**src/rtl/key_pkg.sv**
```systemverilog
`default_nettype none
// ============================================================================
//  Module      : key_pkg
//  Description : Shared types and constants for the typematic key FIFO.
//                Repeat FSM state encoding, default typematic timings, the
//                "no key" code, and a small helper for sizing the timer.
//  Revision    : 1.0 - initial release
// ============================================================================
package key_pkg;

    typedef enum logic [1:0] {
        RPT_IDLE   = 2'd0,
        RPT_HELD   = 2'd1,
        RPT_REPEAT = 2'd2
    } rpt_state_t;

    localparam int KEY_DELAY_CYC_DEF = 300000;
    localparam int KEY_RATE_CYC_DEF  = 30000;
    localparam int KEY_NONE          = 0;

    function automatic int key_max(input int a, input int b);
        return (a > b) ? a : b;
    endfunction

endpackage : key_pkg
`default_nettype wire

```
**src/rtl/key_repeat.sv**
```systemverilog
`default_nettype none
// ============================================================================
//  Module      : key_repeat
//  Description : Typematic repeat engine. Turns a level key-code stream
//                (0 = no key) into single-cycle push requests: one on press
//                or code change, one after DELAY_CYC held cycles, then one
//                every RATE_CYC cycles while the same code stays held.
//  Ports       : clk         - system clock, rising edge
//                rstn        - synchronous active-low reset
//                key_code_i  - current decoded key, 0 = none
//                push_o      - push request, valid in the current cycle
//                push_data_o - code to push when push_o is high
//  Revision    : 1.0 - initial release
// ============================================================================
module key_repeat
    import key_pkg::*;
#(
    parameter int DATA_W    = 8,
    parameter int DELAY_CYC = KEY_DELAY_CYC_DEF,
    parameter int RATE_CYC  = KEY_RATE_CYC_DEF
) (
    input  logic              clk,
    input  logic              rstn,
    input  logic [DATA_W-1:0] key_code_i,
    output logic              push_o,
    output logic [DATA_W-1:0] push_data_o
);

    // Floor of 2 keeps the timer at least one bit wide for degenerate timings.
    localparam int TMR_W = $clog2(key_max(key_max(DELAY_CYC, RATE_CYC), 2));
    localparam logic [TMR_W-1:0] DELAY_LAST = TMR_W'(DELAY_CYC - 1);
    localparam logic [TMR_W-1:0] RATE_LAST  = TMR_W'(RATE_CYC - 1);
    localparam logic [DATA_W-1:0] NONE      = DATA_W'(KEY_NONE);

    rpt_state_t        state_q, state_d;
    logic [TMR_W-1:0]  timer_q, timer_d;
    logic [DATA_W-1:0] prev_q,  prev_d;

    // Push decisions are combinational so a new key is written into the
    // FIFO on the same edge that first samples it.
    always_comb begin
        state_d     = state_q;
        timer_d     = timer_q;
        prev_d      = prev_q;
        push_o      = 1'b0;
        push_data_o = key_code_i;
        case (state_q)
            RPT_IDLE: begin
                if (key_code_i != NONE) begin
                    push_o  = 1'b1;
                    prev_d  = key_code_i;
                    timer_d = '0;
                    state_d = RPT_HELD;
                end
            end
            RPT_HELD: begin
                if (key_code_i == NONE) begin
                    state_d = RPT_IDLE;
                end else if (key_code_i != prev_q) begin
                    push_o  = 1'b1;
                    prev_d  = key_code_i;
                    timer_d = '0;
                end else if (timer_q == DELAY_LAST) begin
                    push_o      = 1'b1;
                    push_data_o = prev_q;
                    timer_d     = '0;
                    state_d     = RPT_REPEAT;
                end else begin
                    timer_d = timer_q + 1'b1;
                end
            end
            RPT_REPEAT: begin
                if (key_code_i == NONE) begin
                    state_d = RPT_IDLE;
                end else if (key_code_i != prev_q) begin
                    push_o  = 1'b1;
                    prev_d  = key_code_i;
                    timer_d = '0;
                    state_d = RPT_HELD;
                end else if (timer_q == RATE_LAST) begin
                    push_o      = 1'b1;
                    push_data_o = prev_q;
                    timer_d     = '0;
                end else begin
                    timer_d = timer_q + 1'b1;
                end
            end
            default: begin
                state_d = RPT_IDLE;
                timer_d = '0;
            end
        endcase
    end

    always_ff @(posedge clk) begin
        if (!rstn) begin
            state_q <= RPT_IDLE;
            timer_q <= '0;
            prev_q  <= '0;
        end else begin
            state_q <= state_d;
            timer_q <= timer_d;
            prev_q  <= prev_d;
        end
    end

endmodule : key_repeat
`default_nettype wire

```
**src/rtl/key_fifo_rpt.sv**
```systemverilog
`default_nettype none
// ============================================================================
//  Module      : key_fifo_rpt
//  Description : Keyboard event queue with typematic auto-repeat. Key press
//                and repeat events from key_repeat are buffered in a
//                power-of-two circular FIFO popped by the CPU via rd_en.
//  Ports       : clk      - system clock, rising edge
//                rstn     - synchronous active-low reset
//                key_code - current decoded key, 0 = none
//                rd_en    - pop strobe, one entry per asserted cycle
//                rd_data  - head entry, 0 when empty
//                empty    - no entries held
//                full     - DEPTH entries held
//                count    - current occupancy
//                overflow - sticky, set when a push is dropped
//                flush    - clears the queue (only with KEY_FIFO_FLUSH_EN)
//  Config      : define KEY_FIFO_FLUSH_EN to add the flush input.
//  Revision    : 1.0 - initial release
// ============================================================================
module key_fifo_rpt
    import key_pkg::*;
#(
    parameter int DATA_W    = 8,
    parameter int DEPTH     = 64,
    parameter int DELAY_CYC = KEY_DELAY_CYC_DEF,
    parameter int RATE_CYC  = KEY_RATE_CYC_DEF
) (
    input  logic                     clk,
    input  logic                     rstn,
    input  logic [DATA_W-1:0]        key_code,
    input  logic                     rd_en,
`ifdef KEY_FIFO_FLUSH_EN
    input  logic                     flush,
`endif
    output logic [DATA_W-1:0]        rd_data,
    output logic                     empty,
    output logic                     full,
    output logic [$clog2(DEPTH):0]   count,
    output logic                     overflow
);

    localparam int PTR_W = $clog2(DEPTH);
    localparam int CNT_W = PTR_W + 1;

    logic              push;
    logic [DATA_W-1:0] push_data;

    key_repeat #(
        .DATA_W    (DATA_W),
        .DELAY_CYC (DELAY_CYC),
        .RATE_CYC  (RATE_CYC)
    ) u_key_repeat (
        .clk         (clk),
        .rstn        (rstn),
        .key_code_i  (key_code),
        .push_o      (push),
        .push_data_o (push_data)
    );

    logic [DATA_W-1:0] mem_q [DEPTH];
    logic [PTR_W-1:0]  head_q, head_d;
    logic [PTR_W-1:0]  tail_q, tail_d;
    logic [CNT_W-1:0]  count_q, count_d;
    logic              overflow_q, overflow_d;
    logic              do_pop;
    logic              do_push;
    logic              flush_act;

`ifdef KEY_FIFO_FLUSH_EN
    assign flush_act = flush;
`else
    assign flush_act = 1'b0;
`endif

    assign empty = (count_q == '0);
    assign full  = (count_q == CNT_W'(DEPTH));

    // A pop frees the slot the simultaneous push needs, so a full FIFO
    // accepts a push in the same cycle as a pop. Pops on empty are ignored.
    assign do_pop  = rd_en & ~empty & ~flush_act;
    assign do_push = push & (~full | do_pop) & ~flush_act;

    always_comb begin
        head_d     = head_q;
        tail_d     = tail_q;
        count_d    = count_q;
        overflow_d = overflow_q;
        if (flush_act) begin
            head_d     = '0;
            tail_d     = '0;
            count_d    = '0;
            overflow_d = 1'b0;
        end else begin
            if (do_pop) begin
                head_d = head_q + 1'b1;
            end
            if (do_push) begin
                tail_d = tail_q + 1'b1;
            end
            if (push && !do_push) begin
                overflow_d = 1'b1;
            end
            case ({do_push, do_pop})
                2'b10:   count_d = count_q + 1'b1;
                2'b01:   count_d = count_q - 1'b1;
                default: count_d = count_q;
            endcase
        end
    end

    always_ff @(posedge clk) begin
        if (!rstn) begin
            head_q     <= '0;
            tail_q     <= '0;
            count_q    <= '0;
            overflow_q <= 1'b0;
        end else begin
            head_q     <= head_d;
            tail_q     <= tail_d;
            count_q    <= count_d;
            overflow_q <= overflow_d;
        end
    end

    // Storage is deliberately left uncleared by reset; empty masks rd_data.
    always_ff @(posedge clk) begin
        if (rstn && do_push) begin
            mem_q[tail_q] <= push_data;
        end
    end

    assign rd_data  = empty ? '0 : mem_q[head_q];
    assign count    = count_q;
    assign overflow = overflow_q;

endmodule : key_fifo_rpt
`default_nettype wire

```
**config.mk**
```make
export PLATFORM = sky130hd
export DESIGN_NAME = key_fifo_rpt
export DESIGN_NICKNAME = d
export VERILOG_FILES = /design/src/rtl/key_pkg.sv /design/src/rtl/key_repeat.sv /design/src/rtl/key_fifo_rpt.sv
export SDC_FILE = /design/constraint.sdc
export NUM_CORES = 1
export LEC_CHECK = 0
export CAP_MARGIN = 20
export CELL_PAD_IN_SITES_DETAIL_PLACEMENT = 0
export CELL_PAD_IN_SITES_GLOBAL_PLACEMENT = 1
export CORE_ASPECT_RATIO = 1.75
export CORE_MARGIN = 2
export CORE_UTILIZATION = 54
export DETAILED_ROUTE_END_ITERATION = 7
export GPL_TIMING_DRIVEN = 0
export PLACE_DENSITY = 0.78
export SYNTH_ARGS = -nofsm -noshare
export SYNTH_HDL_FRONTEND = slang
export SYNTH_SLANG_ARGS = --single-unit
```
**constraint.sdc**
```tcl
create_clock -name clk -period 8.5 [get_ports clk]
set_clock_uncertainty 0.1 [all_clocks]
set_input_delay 1.7 -clock clk [delete_from_list [all_inputs] [get_ports clk]]
set_output_delay 1.7 -clock clk [all_outputs]
set_load 0.05 [all_outputs]
```
==> out/qor.csv, run 1 <==
metric,value,unit
ys_seq_area_frac,0.717,
cts_setup_buffers,0,
switchingPower,0.00218,W
place_hpwl,36800,um
cts_made_buffers,48,
ys_seq_elements,567,
final_area,25800,um2
synthArstFlopShare,0,
max-vdd-ir-drop,0.000288,V
cts_tree,yes,
synth_edf_count,512,
fin_crit,6.23,ns
start_util,0.543,
min_period_over_period,0.733,
die_width,160,um
netlist_area,23000,um2
area.sequential,16500,um2
viasPerCell,6.11,
core-area,42300,um2
cts_max_level,2,
grt_usage,0.244,
place.gp.congestion,0.841,
cp_max_fo,10,
multiInputGateArea,6260,um2
grt_antenna_before_repair,0,
p_int,0.00529,W
synthFlopType,edfxtp_1,
rsz0062_at_grt,false,
relSlewSlack,0.311,
drv_cap,0,
clkTransAtPathRegs,0.06,ns
area_delta_synth_final,12.5,%
die_area,44300,um2
grt_pass1_wl,78700,um
slew_viol_final,0,
leakage,7.95,nW
worstPathArrival,4.43,ns
synth_top_area_share,0.669,
fp.dieH,277,um
cts_sinks,567,
fin_cells,1888,
postPlaceCellArea,24200,um2
p_seq_frac,0.432,
antenna_left,0,
n_antenna_cell,0,
power_density,289,nW/um2
synth.net_count,1225,
cts_resized,0,
final_hold_viol_count,0,
drc,0,
grt_util_met1,0.273,
avgSynthCellArea,19.1,um2
clockBufferDepth,3,
critPathRequiredTime,6.70,ns
routedWlPerCell,27.8,um
status,"finished, final reports clean",
place_inst,1798,
grt_overflow,0,
hold_buffers,0,
io_pins,29,
nets,1312,
p_clk_frac,0.308,
clkLatencyLatePin,0.57,ns
critPathLaunchType,flip-flop,
grt_max_degree,45,
dr.pass1.iters,5,
vias,11500,
drt_iter0_drc,898,
grt_pass1_vias,12300,
pwr-share-comb,0.260,
fmax,161,MHz
yosys.cell_count.top_type,edfxtp_1,
setup_viol,0,
grtUsageMet3,0.0210,
synth_warnings,0,
crit_type,reg -> out,
end_kind,primary output,
met2_usage,0.475,
synthCells,1201,
hold_path.class,reg -> reg,
clockRootBuffer,clkbuf_16,
netlist_top_cells_count,"edfxtp_1 (512), mux4_2 (160), nor2_1 (100)",
yosysTopAreaCell,edfxtp_1,
std_cell_rows,100,
ys_types,63,
drive_gt1_frac,0.228,
finalWirelength,52400,um
p_sw_frac,0.292,
synth_area_leaders,"edfxtp_1 (67%), mux4_2 (16%), dfxtp_1 (4.8%)",
top_usage_layer,met2,
numPortBuffers,27,
fill_cells,3128,
worstMarginPinSlew,1.03,ns
layout make-up:
type,instances,area share
clock inverter,24,0.0120
clock buffer,65,0.0513
timing repair buffer,37,0.0174
sequential,567,0.637
buffer,55,0.00968
inverter,20,0.00290
multi-input combinational,559,0.242
tap,561,0.0272
power groups by stage:
stage | Combinational, W | Sequential [W] | Clock, W
after floorplan | 0.00125 | 0.00334 | 0
after global placement | 0.00188 | 0.00333 | 0
after detailed placement | 0.00196 | 0.00329 | 0
after CTS | 0.00196 | 0.00323 | 0.00233
after global routing | 0.00204 | 0.00323 | 0.00242
final | 0.00194 | 0.00323 | 0.00230
worst max-delay path, cell delays in order, from the launching register on:
cell             delay, ns
dfxtp_1               0.34
clkbuf_1              0.66
clkbuf_1              0.61
mux4_2                0.43
mux4_2                0.54
mux2i_1               0.24
o22ai_1               0.25
clkdlybuf4s50_1       0.77
registers in the layout (all words and copies together), names as in the netlist, named ones only:
signal                count
u_key_repeat.timer_q     19
u_key_repeat.prev_q       8
head_q                    6
u_key_repeat.state_q      2
count                     7
overflow                  1
mem_q                   512
tail_q                    6
stage by stage:
stage	setup TNS [ns]	total power, W	util	hold WS (ns)	setup slack [ns]
final	0	0.00747	0.611	0.372	2.27
after global routing	0	0.00770	0.611	0.395	2.16
after CTS	0	0.00752	0.611	0.383	2.20
after detailed placement	0	0.00525	0.572	0.368	2.69
after global placement	-265.58	0.00521	0.566	0.358	-1.39
after floorplan	0	0.00459	-	0.349	2.37
cell families (layout without fill, tap and decap cells):
logic type      after synthesis  in the layout  synth area share
flops                       567            567             0.717
xor+xnor                     29             29            0.0111
compound gates               68             68            0.0194
buf+inv                      75            201            0.0142
mux                         197            197             0.174
fa+ha+maj                    13             13           0.00741
simple gates                252            252            0.0571
cells in the final DEF (no fill, tap or decap), types with 4 or more instances in the layout:
master           Yosys  layout
a31o_2               4       4
mux4_2             160     160
a21oi_1             14      14
mux2i_1             36      36
buf_1                5       5
nand4_1              7       7
inv_1               20      20
clkinv_1             0       5
nor2_1             100     100
nor2b_1              6       6
nor4_1               5       5
bufinv_16            0       7
nand2b_1             4       4
buf_2               14      15
dfxtp_1             55      55
ha_1                12      12
and4_1               5       5
clkinv_2             0       6
nand3_1             20      20
or3_1                6       6
o22ai_1             10      10
nand2_1             50      50
clkdlybuf4s50_1      0      27
xnor2_1              9       9
nor2_2               8       8
o21ai_4              0       8
clkbuf_16            0      49
and3_1               9       9
o21ai_0             15      11
edfxtp_1           512     512
clkbuf_1            32      44
nor3_1               4       4
xor2_1              20      20
clkbuf_8             0       4
buf_12               0       7
path summary, 6_finish.rpt:
check | startpoint | to | slack, ns | depth (start not counted)
setup / recovery | flip-flop | rd_data[5] | 2.27 | 7
hold / removal | overflow$_SDFFE_PN0P_ | overflow$_SDFFE_PN0P_ | 0.37 | 2
setup reg to reg | u_key_repeat.timer_q[0]$_SDFFE_PN0P_ | count[6]$_SDFFE_PN0P_ | 4.51 | 15
hold reg to reg | overflow$_SDFFE_PN0P_ | overflow$_SDFFE_PN0P_ | 0.37 | 2
metal layers:
metal,vias to the layer above,part of all wire,routed length (um)
met3,97,0.041,2140
met5,-,0,0
met1,6058,0.34,17900
met2,340,0.57,30100
li1,5035,-,-
met4,0,0.043,2230
Note: power is estimated with default switching activity, not from simulation.
==> run 2, diff against run 1 <==
clock period = 6.27 ns   (was 8.5 ns; I/O delays follow)
==> results of run 2 <==
The final DEF is identical to that of run 1. Status: finished, final reports clean.
Main changes from that run: setup slack after placement 2.69 ns -> 0.911 ns; setup slack after layout 2.27 ns -> 0.487 ns; register-to-register setup slack 4.51 ns -> 2.28 ns; total power 0.00747 W -> 0.0101 W; worst IR drop on VDD 0.000288 V -> 0.000390 V
